[config.mk]
export PLATFORM = sky130hd
export DESIGN_NAME = multicycle_control
export DESIGN_NICKNAME = d
export VERILOG_FILES = /design/src/rtl/multicycle_control.sv
export SDC_FILE = /design/constraint.sdc
export NUM_CORES = 1
export LEC_CHECK = 0
export CAP_MARGIN = 20
export CORE_ASPECT_RATIO = 0.6
export CORE_UTILIZATION = 46
export DETAILED_ROUTE_END_ITERATION = 10
export PLACE_DENSITY = 0.86
export SLEW_MARGIN = 10
export SYNTH_ARGS = -nofsm -noshare
export SYNTH_HDL_FRONTEND = slang
export SYNTH_SLANG_ARGS = --single-unit
export TNS_END_PERCENT = 20
[constraint.sdc]
create_clock -name clk -period 2.19 [get_ports clk]
set_input_delay 0.5475 -clock clk [delete_from_list [all_inputs] [get_ports clk]]
set_output_delay 0.5475 -clock clk [all_outputs]
set_load 0.01 [all_outputs]
[src/rtl/multicycle_control.sv]
// rtl/multicycle_control.sv - multicycle RV32 control FSM with memory-ack timeout trap
// Optional: define MCC_ILLEGAL_TRAP_EN to trap on illegal opcodes instead of retiring them as NOPs.
module multicycle_control #(
   parameter int TIMEOUT_CYCLES = 16,
   parameter int CNT_W          = $clog2(TIMEOUT_CYCLES + 1)
) (
   input  logic       clk,
   input  logic       rst,
   input  logic [6:0] opcode,
   input  logic       imem_ack,
   input  logic       dmem_ack,
   output logic       imem_req,
   output logic       dmem_req,
   output logic       dmem_we,
   output logic       ir_write,
   output logic       pc_write,
   output logic       branch,
   output logic       memRead,
   output logic       memtoReg,
   output logic       memWrite,
   output logic       ALUSrc,
   output logic       regWrite,
   output logic       jal,
   output logic       jalr,
   output logic       lui,
   output logic       auipc,
   output logic [1:0] ALUOp,
   output logic [2:0] state,
   output logic       err
);

   localparam logic [2:0] S_FETCH  = 3'd0;
   localparam logic [2:0] S_DECODE = 3'd1;
   localparam logic [2:0] S_EXEC   = 3'd2;
   localparam logic [2:0] S_MEM    = 3'd3;
   localparam logic [2:0] S_WB     = 3'd4;
   localparam logic [2:0] S_TRAP   = 3'd5;

   localparam logic [3:0] C_ILLEGAL = 4'd0;
   localparam logic [3:0] C_LOAD    = 4'd1;
   localparam logic [3:0] C_OPIMM   = 4'd2;
   localparam logic [3:0] C_STORE   = 4'd3;
   localparam logic [3:0] C_OP      = 4'd4;
   localparam logic [3:0] C_BRANCH  = 4'd5;
   localparam logic [3:0] C_JALR    = 4'd6;
   localparam logic [3:0] C_JAL     = 4'd7;
   localparam logic [3:0] C_LUI     = 4'd8;
   localparam logic [3:0] C_AUIPC   = 4'd9;

   logic [3:0]       cls;
   logic [3:0]       dec_cls;
   logic [2:0]       state_nx;
   logic [CNT_W-1:0] wait_cnt;
   logic             wait_last;
   logic             ctl_en;

   always_comb begin
      dec_cls = C_ILLEGAL;
      case (opcode)
         7'b0000011: dec_cls = C_LOAD;
         7'b0010011: dec_cls = C_OPIMM;
         7'b0100011: dec_cls = C_STORE;
         7'b0110011: dec_cls = C_OP;
         7'b1100011: dec_cls = C_BRANCH;
         7'b1100111: dec_cls = C_JALR;
         7'b1101111: dec_cls = C_JAL;
         7'b0110111: dec_cls = C_LUI;
         7'b0010111: dec_cls = C_AUIPC;
         default:    dec_cls = C_ILLEGAL;
      endcase
   end

   // The cycle whose missing ack would bring the wait count to TIMEOUT_CYCLES.
   assign wait_last = (wait_cnt == CNT_W'(TIMEOUT_CYCLES - 1));

   always_comb begin
      state_nx = state;
      case (state)
         S_FETCH:  if (imem_ack) state_nx = S_DECODE;
                   else if (wait_last) state_nx = S_TRAP;
         S_DECODE: state_nx = S_EXEC;
         S_EXEC: begin
            case (cls)
               C_LOAD, C_STORE: state_nx = S_MEM;
               C_BRANCH:        state_nx = S_FETCH;
`ifdef MCC_ILLEGAL_TRAP_EN
               C_ILLEGAL:       state_nx = S_TRAP;
`else
               C_ILLEGAL:       state_nx = S_FETCH;
`endif
               default:         state_nx = S_WB;
            endcase
         end
         S_MEM:    if (dmem_ack) state_nx = (cls == C_STORE) ? S_FETCH : S_WB;
                   else if (wait_last) state_nx = S_TRAP;
         S_WB:     state_nx = S_FETCH;
         S_TRAP:   state_nx = S_TRAP;
         default:  state_nx = S_FETCH;
      endcase
   end

   always_ff @(posedge clk) begin
      if (rst) begin
         state    <= S_FETCH;
         cls      <= C_ILLEGAL;
         wait_cnt <= '0;
         err      <= 1'b0;
      end else begin
         state <= state_nx;
         if (state == S_DECODE) cls <= dec_cls;
         if (state_nx != state) wait_cnt <= '0;
         else if (state == S_FETCH || state == S_MEM) wait_cnt <= wait_cnt + CNT_W'(1);
         if (state_nx == S_TRAP) err <= 1'b1;
      end
   end

   assign ctl_en = !rst && (state == S_EXEC || state == S_MEM || state == S_WB);

   always_comb begin
      imem_req = 1'b0;
      dmem_req = 1'b0;
      dmem_we  = 1'b0;
      ir_write = 1'b0;
      pc_write = 1'b0;
      branch   = 1'b0;
      memRead  = 1'b0;
      memtoReg = 1'b0;
      memWrite = 1'b0;
      ALUSrc   = 1'b0;
      regWrite = 1'b0;
      jal      = 1'b0;
      jalr     = 1'b0;
      lui      = 1'b0;
      auipc    = 1'b0;
      ALUOp    = 2'b00;
      if (ctl_en) begin
         // regWrite is confined to WB so each instruction writes the register file once.
         case (cls)
            C_LOAD:   begin memRead = 1'b1; memtoReg = 1'b1; ALUSrc = 1'b1; regWrite = (state == S_WB); end
            C_STORE:  begin memWrite = 1'b1; ALUSrc = 1'b1; end
            C_OP:     begin ALUOp = 2'b10; regWrite = (state == S_WB); end
            C_OPIMM:  begin ALUOp = 2'b11; ALUSrc = 1'b1; regWrite = (state == S_WB); end
            C_BRANCH: begin branch = 1'b1; ALUOp = 2'b01; end
            C_JAL:    begin jal = 1'b1; regWrite = (state == S_WB); end
            C_JALR:   begin jalr = 1'b1; ALUSrc = 1'b1; regWrite = (state == S_WB); end
            C_LUI:    begin lui = 1'b1; ALUSrc = 1'b1; regWrite = (state == S_WB); end
            C_AUIPC:  begin auipc = 1'b1; ALUSrc = 1'b1; regWrite = (state == S_WB); end
            default:  ;
         endcase
      end
      if (!rst) begin
         case (state)
            S_FETCH: begin
               imem_req = 1'b1;
               ir_write = imem_ack;
            end
            S_EXEC: begin
`ifdef MCC_ILLEGAL_TRAP_EN
               pc_write = (cls == C_BRANCH);
`else
               pc_write = (cls == C_BRANCH) || (cls == C_ILLEGAL);
`endif
            end
            S_MEM: begin
               dmem_req = 1'b1;
               dmem_we  = (cls == C_STORE);
               pc_write = (cls == C_STORE) && dmem_ack;
            end
            S_WB:    pc_write = 1'b1;
            default: ;
         endcase
      end
   end

endmodule

==> reports/metrics.csv, run 1 <==
stage,metric,value,unit
die,start_util,52.8,%
die,die_width,63.8,µm
setup_path,crit_path_max_incr_delay,0.31,ns
setup_path,critPathMostFrequentCell,dlygate4sd2_1,
cts,clock_sinks,13,
power_and_ir_drop,p_seq_share,41.6,%
grt,grt_pass1_wl,4.89,mm
place,dpl.hpwl,2.35,mm
timing,setup_slack,0.0322,ns
drt,wl_per_cell,14.7,µm
logic_synthesis,syn_area,0.00105,mm²
timing,min_period,2.16,ns
final_layout,finalNetCount,204,
timing,tightest_slew,0.421,ns
timing,maxSlewViolCount,0,
die,ios,32,
setup_path,reg2reg_depth,6,
power_and_ir_drop,irDropWorstVdd,0.506,mV
timing,fin_crit_sh,98.5,%
setup_path,worstPathRequired,1.64,ns
grt,grt_use_total,26.1,%
logic_synthesis,synth_cell_type_count,44,
final_layout,syn_to_final_growth,51.1,%
power_and_ir_drop,p_sw,163,µW
setup_path,crit_buf_inv,2,
final_layout,antenna_cells,0,
cts,clk_latency,0.24,ns
grt,grt_pass1_vias,1072,
logic_synthesis,ys_ff_latch,13,
logic_synthesis,ys.warnings.count,0,
cts,cts_root_buffer,clkbuf_8,
power_and_ir_drop,total_power,602,µW
setup_path,arrival,1.61,ns
logic_synthesis,synth_ff_type,dfxtp_1,
place,port_buffers,31,
power_and_ir_drop,clockPowerShare,35.4,%
logic_synthesis,avgSynthCellArea,7.22,µm²
die,dieArea,0.00249,mm²
place,placement.setup.worst_slack,-0.478,ns
power_and_ir_drop,comb_power_share,23.0,%
grt,overflow,0,
logic_synthesis,syn_inst,146,
setup_path,start_kind,primary input,
cts,path_clk_slew,0.06,ns
grt,grt_max_degree,16,
timing,max-slew-margin-rel,71.8,%
cts,cts_tree,yes,
setup_path,critPathSlowestCell,dlygate4sd2_1,
setup_path,cp_top_family,buffers and inverters,
logic_synthesis,ys_seq_area_share,24.7,%
timing,finClkSkew,0.00266,ns
timing,hold_viol,0,
timing,grt_setup_unrepaired,true,
drt,drtIter0Drc,111,
power_and_ir_drop,internal_power,439,µW
power_and_ir_drop,sw_frac_of_total,27.0,%
timing,setup_viol,0,
logic_synthesis,synth_nets,159,
outcome,status,completed,
logic_synthesis,synth_edf_count,0,
job,drv_cap,0,
die,core.rowCount,12,
place,gp_congestion,0.900,
drt,drc,0,
drt,firstDrtPassIters,5,
worst_hold_path,hold_class,register to register,
logic_synthesis,async_flop_share,0,%
drt,ant_nets,0,
setup_path,end_kind,output pin,
final_layout,drive_gt1_share,20.5,%
cts,numCtsBuffers,3,
cts,htreeDepth,1,
drt,vias_per_cell,5.81,
die,design.core.area,0.00200,mm²
setup_path,path_class,primary input to output pin,
power_and_ir_drop,power_leakage,0.000726,µW
setup_path,crit_chain,dlygate4sd2_1 > a21o_4 > nor3_1 > dlygate4sd2_1,
power_and_ir_drop,powerDensity,378,mW/mm²
final_layout,fillCellCount,142,
timing,fmax,463,MHz
setup_path,crit_fanout,8,
timing,tns,0,ns
drt,vias,1266,
setup_path,crit_cells,4,
cts,max-clock-path-buffers,2,
worst_hold_path,hold_depth,2,
drt,detail_route.wirelength,3.20,mm
grt,antenna_found_initial,0,
die,die_y,39.1,µm
power groups by stage:
stage | clock network (µW) | logic (µW) | registers, µW
final | 213 | 139 | 250
after global routing | 226 | 148 | 250
after CTS | 214 | 133 | 249
after detailed placement | 0 | 132 | 254
after global placement | 0 | 128 | 253
after floorplan | 0 | 66.7 | 253
stage by stage:
stage               cells  instance area [µm²]  hold slack, ns  utilization (%)
floorplan             146                 1050           0.471                -
global placement      213                 1510           0.465             75.7
detailed placement    213                 1510           0.468             75.7
CTS                   217                 1560           0.482             78.1
global route          218                 1590           0.507             79.7
finish                218                 1590           0.488             79.7
worst min-delay path: cells and delay by family, from the launching register on:
| kind | cells | cell delay (ns) |
|---|---|---|
| buffers and inverters | 1 | 0.05 |
| DFF | 1 | 0.31 |
| AOI/OAI and AO/OA | 1 | 0.08 |
cell type report:
| type | count | area, µm² | share of cell area (%) |
|---|---|---|---|
| multi-input cells | 115 | 752 | 47.2 |
| repair buffers | 51 | 469 | 29.5 |
| flip-flops and latches | 13 | 264 | 16.6 |
| clock buffers | 4 | 45.0 | 2.83 |
| well taps | 28 | 35.0 | 2.20 |
| inverters | 7 | 26.3 | 1.65 |
cell families (layout without fill, tap and decap cells):
family | after synthesis | count (layout) | synth area share (%)
fa+ha+maj | 2 | 2 | 2.37
buf+inv | 18 | 62 | 7.72
mux | 3 | 3 | 2.85
flops | 13 | 13 | 24.7
xor+xnor | 7 | 7 | 5.82
compound gates | 32 | 32 | 21.9
simple gates | 71 | 71 | 34.7
synthesized netlist by cell type (2+ instances only):
cell type / n / area [µm²]
nor3_1: 11 / 55.1
buf_2: 8 / 40.0
dfxtp_1: 13 / 260
nor3b_1: 4 / 30.0
mux2i_1: 3 / 30.0
a211oi_1: 2 / 15.0
nor2_1: 19 / 71.3
or3b_1: 2 / 17.5
a21o_1: 3 / 22.5
nand3b_1: 2 / 15.0
xor2_1: 3 / 26.3
inv_1: 7 / 26.3
nor4_1: 3 / 18.8
nand3_1: 3 / 15.0
or3_1: 3 / 18.8
xnor2_1: 4 / 35.0
nand2_1: 13 / 48.8
o21ai_0: 6 / 30.0
nand2b_1: 2 / 12.5
ha_1: 2 / 25.0
a21oi_1: 7 / 35.0
clkbuf_1: 2 / 7.51
and3_1: 3 / 18.8
repair_timing:
action	4_1_cts	5_1_grt
resized for setup	21	20
setup endpoints to repair	17	16
pin swaps	0	2
buffers inserted	0	1
hold buffers	0	0
path summary, 6_finish.rpt:
path | to | slack [ns] | start
setup / recovery | branch | 0.03 | rst
hold / removal | err | 0.49 | err
setup reg to reg | wait_cnt[4] | 0.17 | wait_cnt[0]
hold reg to reg | err | 0.49 | err
state kept, by name, indices dropped and copies added (netlist names):
name	flops
wait_cnt	5
cls	4
state	3
err	1
metal layers:
layer  global-route usage, %  vias to the layer above  wire, µm
li1                        -                      621         -
met4                    10.2                        0        27
met3                    2.65                        4       288
met1                    35.2                      575      1460
met5                       0                        -         0
met2                    43.4                       66      1430
layout by cell type, fill, tap and decap left out, types with 2 or more instances in the layout:
cell type / n
ha_1: 2
dfxtp_1: 10
xor2_1: 3
buf_12: 2
clkdlybuf4s50_1: 13
nor4_1: 2
nor2_1: 17
o21ai_0: 4
xnor2_1: 3
nand2_1: 13
mux2i_1: 3
a21oi_1: 6
or3b_1: 2
nor3_1: 10
a21o_1: 2
and3_1: 3
dlygate4sd2_1: 10
a211oi_1: 2
dfxtp_2: 3
nor2_2: 2
nand3_1: 3
nand3b_1: 2
dlymetal6s2s_1: 3
inv_1: 7
nor3b_1: 3
o21ai_1: 2
clkbuf_2: 3
clkbuf_8: 3
clkdlybuf4s15_1: 2
buf_4: 17
nand2b_1: 2
or3_1: 3
Power figures use the tool's default switching activity.
==> run 2: changes to the inputs <==
--- a/config.mk
+++ b/config.mk
@@ -10,6 +10,7 @@
 export CORE_UTILIZATION = 46
 export DETAILED_ROUTE_END_ITERATION = 10
 export PLACE_DENSITY = 0.86
+export SETUP_SLACK_MARGIN = 0.15
 export SLEW_MARGIN = 10
 export SYNTH_ARGS = -nofsm -noshare
 export SYNTH_HDL_FRONTEND = slang
==> run 2 against run 1 <==
Compared with the run above: setup slack gained 0.10 ns; sequential power about the same; design area up 4.0%; die area did not move; core utilization is 3.2 points higher; sequential share of layout area decreased by 0.19 points; sequential cell count did not move; via count up 5.6%; clock skew up 0.0011 ns; register-to-register slack better by 0.03 ns; first-iteration DRC count grew 45%; fmax increased by 5.0%; critical path type is now register to output pin; highest routed layer unchanged.
==> reports/metrics.csv, run 2 (same netlist as run 1, synthesis figures left out) <==
stage,metric,value,unit,change
power_and_ir_drop,total_power,609,µW,+1.3%
timing,grt_setup_unrepaired,true,,
cts,numCtsBuffers,3,,unchanged
final_layout,final_cells,222,,+1.8%
cts,clock_sinks,13,,unchanged
cts,cts_tree,yes,,
setup_path,crit_buf_inv,4,,+2
final_layout,drive_gt1_share,34.0,%,+13 points
setup_path,arrival,1.51,ns,-0.10 ns
drt,firstDrtPassIters,4,,-1
timing,setup_viol,0,,unchanged
drt,vias,1337,,+5.6%
drt,detail_route.wirelength,3.51,mm,+9.5%
grt,grt_pass1_wl,5.35,mm,+9.3%
timing,tightest_slew,0.405,ns,-0.0162 ns
worst_hold_path,hold_class,register to register,,
setup_path,crit_cells,6,,+2
place,dpl.cell_count,213,,unchanged
timing,max-slew-margin-rel,72.9,%,+1.1 points
place,dpl.hpwl,2.35,mm,unchanged
worst_hold_path,min_from,err,,
final_layout,antenna_cells,0,,unchanged
final_layout,layout_common_cells,"buf_4 (21), nor2_1 (17), clkdlybuf4s50_1 (13)",,
die,ios,32,,unchanged
final_layout,syn_to_final_growth,57.1,%,
final_layout,top_register,wait_cnt,,
final_layout,top_regs,"wait_cnt x5, cls x4, state x3",,
timing,hold_viol,0,,unchanged
setup_path,cp_top_family,buffers and inverters,,
grt,grt_max_degree,16,,unchanged
timing,maxSlewViolCount,0,,unchanged
final_layout,finalNetCount,208,,+2.0%
place,gp_congestion,0.900,,unchanged
final_layout,largest_reg_flops,5,,unchanged
drt,drtIter0Drc,161,,+45%
drt,ant_nets,0,,unchanged
setup_path,crit_fanout,5,,-3
drt,wl_per_cell,15.8,µm,+7.5%
setup_path,crit_path_max_incr_delay,0.35,ns,+0.04 ns
cts,max-clock-path-buffers,2,,unchanged
final_layout,fillCellCount,122,,-14%
setup_path,worstPathRequired,1.64,ns,about the same
setup_path,crit_start,cls[0],,
grt,grt_use_total,28.9,%,+2.8 points
final_layout,final_common_cell,buf_4,,
job,drv_cap,0,,unchanged
place,dpl_cell_area,0.00151,mm²,unchanged
grt,antenna_found_initial,0,,unchanged
timing,fmax,487,MHz,+5.0%
outcome,status,completed,,
timing,finClkSkew,0.00377,ns,+0.00112 ns
setup_path,crit_chain,buf_4 > buf_12 > inv_2 > nor2_1 > o311a_1 > clkdlybuf4s15_1,,
worst_hold_path,hold_depth,2,,unchanged
die,die_width,63.8,µm,unchanged
die,die_y,39.1,µm,unchanged
final_layout,final_area,0.00166,mm²,+4.0%
setup_path,start_kind,register,,
cts,cts_root_buffer,clkbuf_8,,
cts,path_clk_slew,0.05,ns,about the same
drt,drc,0,,unchanged
grt,grt_pass1_vias,1129,,+5.3%
timing,min_period,2.05,ns,-0.103 ns
die,dieArea,0.00249,mm²,unchanged
timing,fin_crit_sh,93.8,%,-4.7 points
die,design.core.area,0.00200,mm²,unchanged
power_and_ir_drop,irDropWorstVdd,0.514,mV,+1.7%
die,start_util,52.8,%,unchanged
drt,vias_per_cell,6.02,,+3.7%
setup_path,end_kind,output pin,,
setup_path,reg2reg_depth,7,,+1
power_and_ir_drop,powerDensity,368,mW/mm²,-2.6%
place,port_buffers,31,,unchanged
setup_path,path_class,register to output pin,,
cts,clk_latency,0.24,ns,about the same
cts,htreeDepth,1,,unchanged
power_and_ir_drop,power_leakage,0.000686,µW,-5.5%
setup_path,timing.rr.start,wait_cnt[0],,
die,core.rowCount,12,,unchanged
setup_path,critPathSlowestCell,dfxtp_4,,
grt,overflow,0,,unchanged
[run 2: per-layer routing]
layer,track usage [%],up-vias,share of wire [%]
li1,-,626,-
met1,38.2,620,46
met2,49.5,81,45
met3,2.06,10,7.2
met4,12.5,0,2.1
met5,0,-,0
[run 2: through the flow]
stage / TNS, ns / hold WS [ns] / setup slack, ns / utilization, %
2_1_floorplan: 0 / 0.471 / 0.230 / -
3_3_place_gp: -6.56 / 0.465 / -0.462 / 75.7
3_5_place_dp: -6.97 / 0.468 / -0.478 / 75.7
4_1_cts: 0 / 0.482 / 0.0600 / 80.1
5_1_grt: 0 / 0.507 / 0.0871 / 82.9
6_report: 0 / 0.484 / 0.136 / 82.9
[run 2: power breakdown]
part	switching, µW	internal [µW]	total (µW)	leakage, µW
Sequential	8.49	241	250	0.000108
Combinational	75.7	72.7	148	0.000555
Clock	82.6	128	211	0.0000228
[run 2: what timing repair did]
action	CTS	global route
endpoints found under the setup margin	17	21
hold buffers	0	0
cloned	0	0
gates resized for setup	71	17
buffers inserted	4	1
pin swaps	5	6
[run 2: layout make-up]
type / count / area, µm² / area share, %
clock buffer: 4 / 45.0 / 2.72
inverter: 7 / 26.3 / 1.59
multi-input combinational: 115 / 811 / 49.0
sequential: 13 / 272 / 16.4
tap: 28 / 35.0 / 2.12
timing repair buffer: 55 / 467 / 28.2
[run 2: final timing paths]
kind,slack [ns],end
setup / recovery,0.14,ALUSrc
setup reg to reg,0.20,state[2]
hold reg to reg,0.48,err
hold / removal,0.48,err
[run 2: worst reg2reg max path, delay by kind of cell (launching register included)]
family | cells | cell delay [ns]
fa+ha+maj | 2 | 0.40
compound gates | 2 | 0.34
simple gates | 3 | 0.79
flops | 1 | 0.38
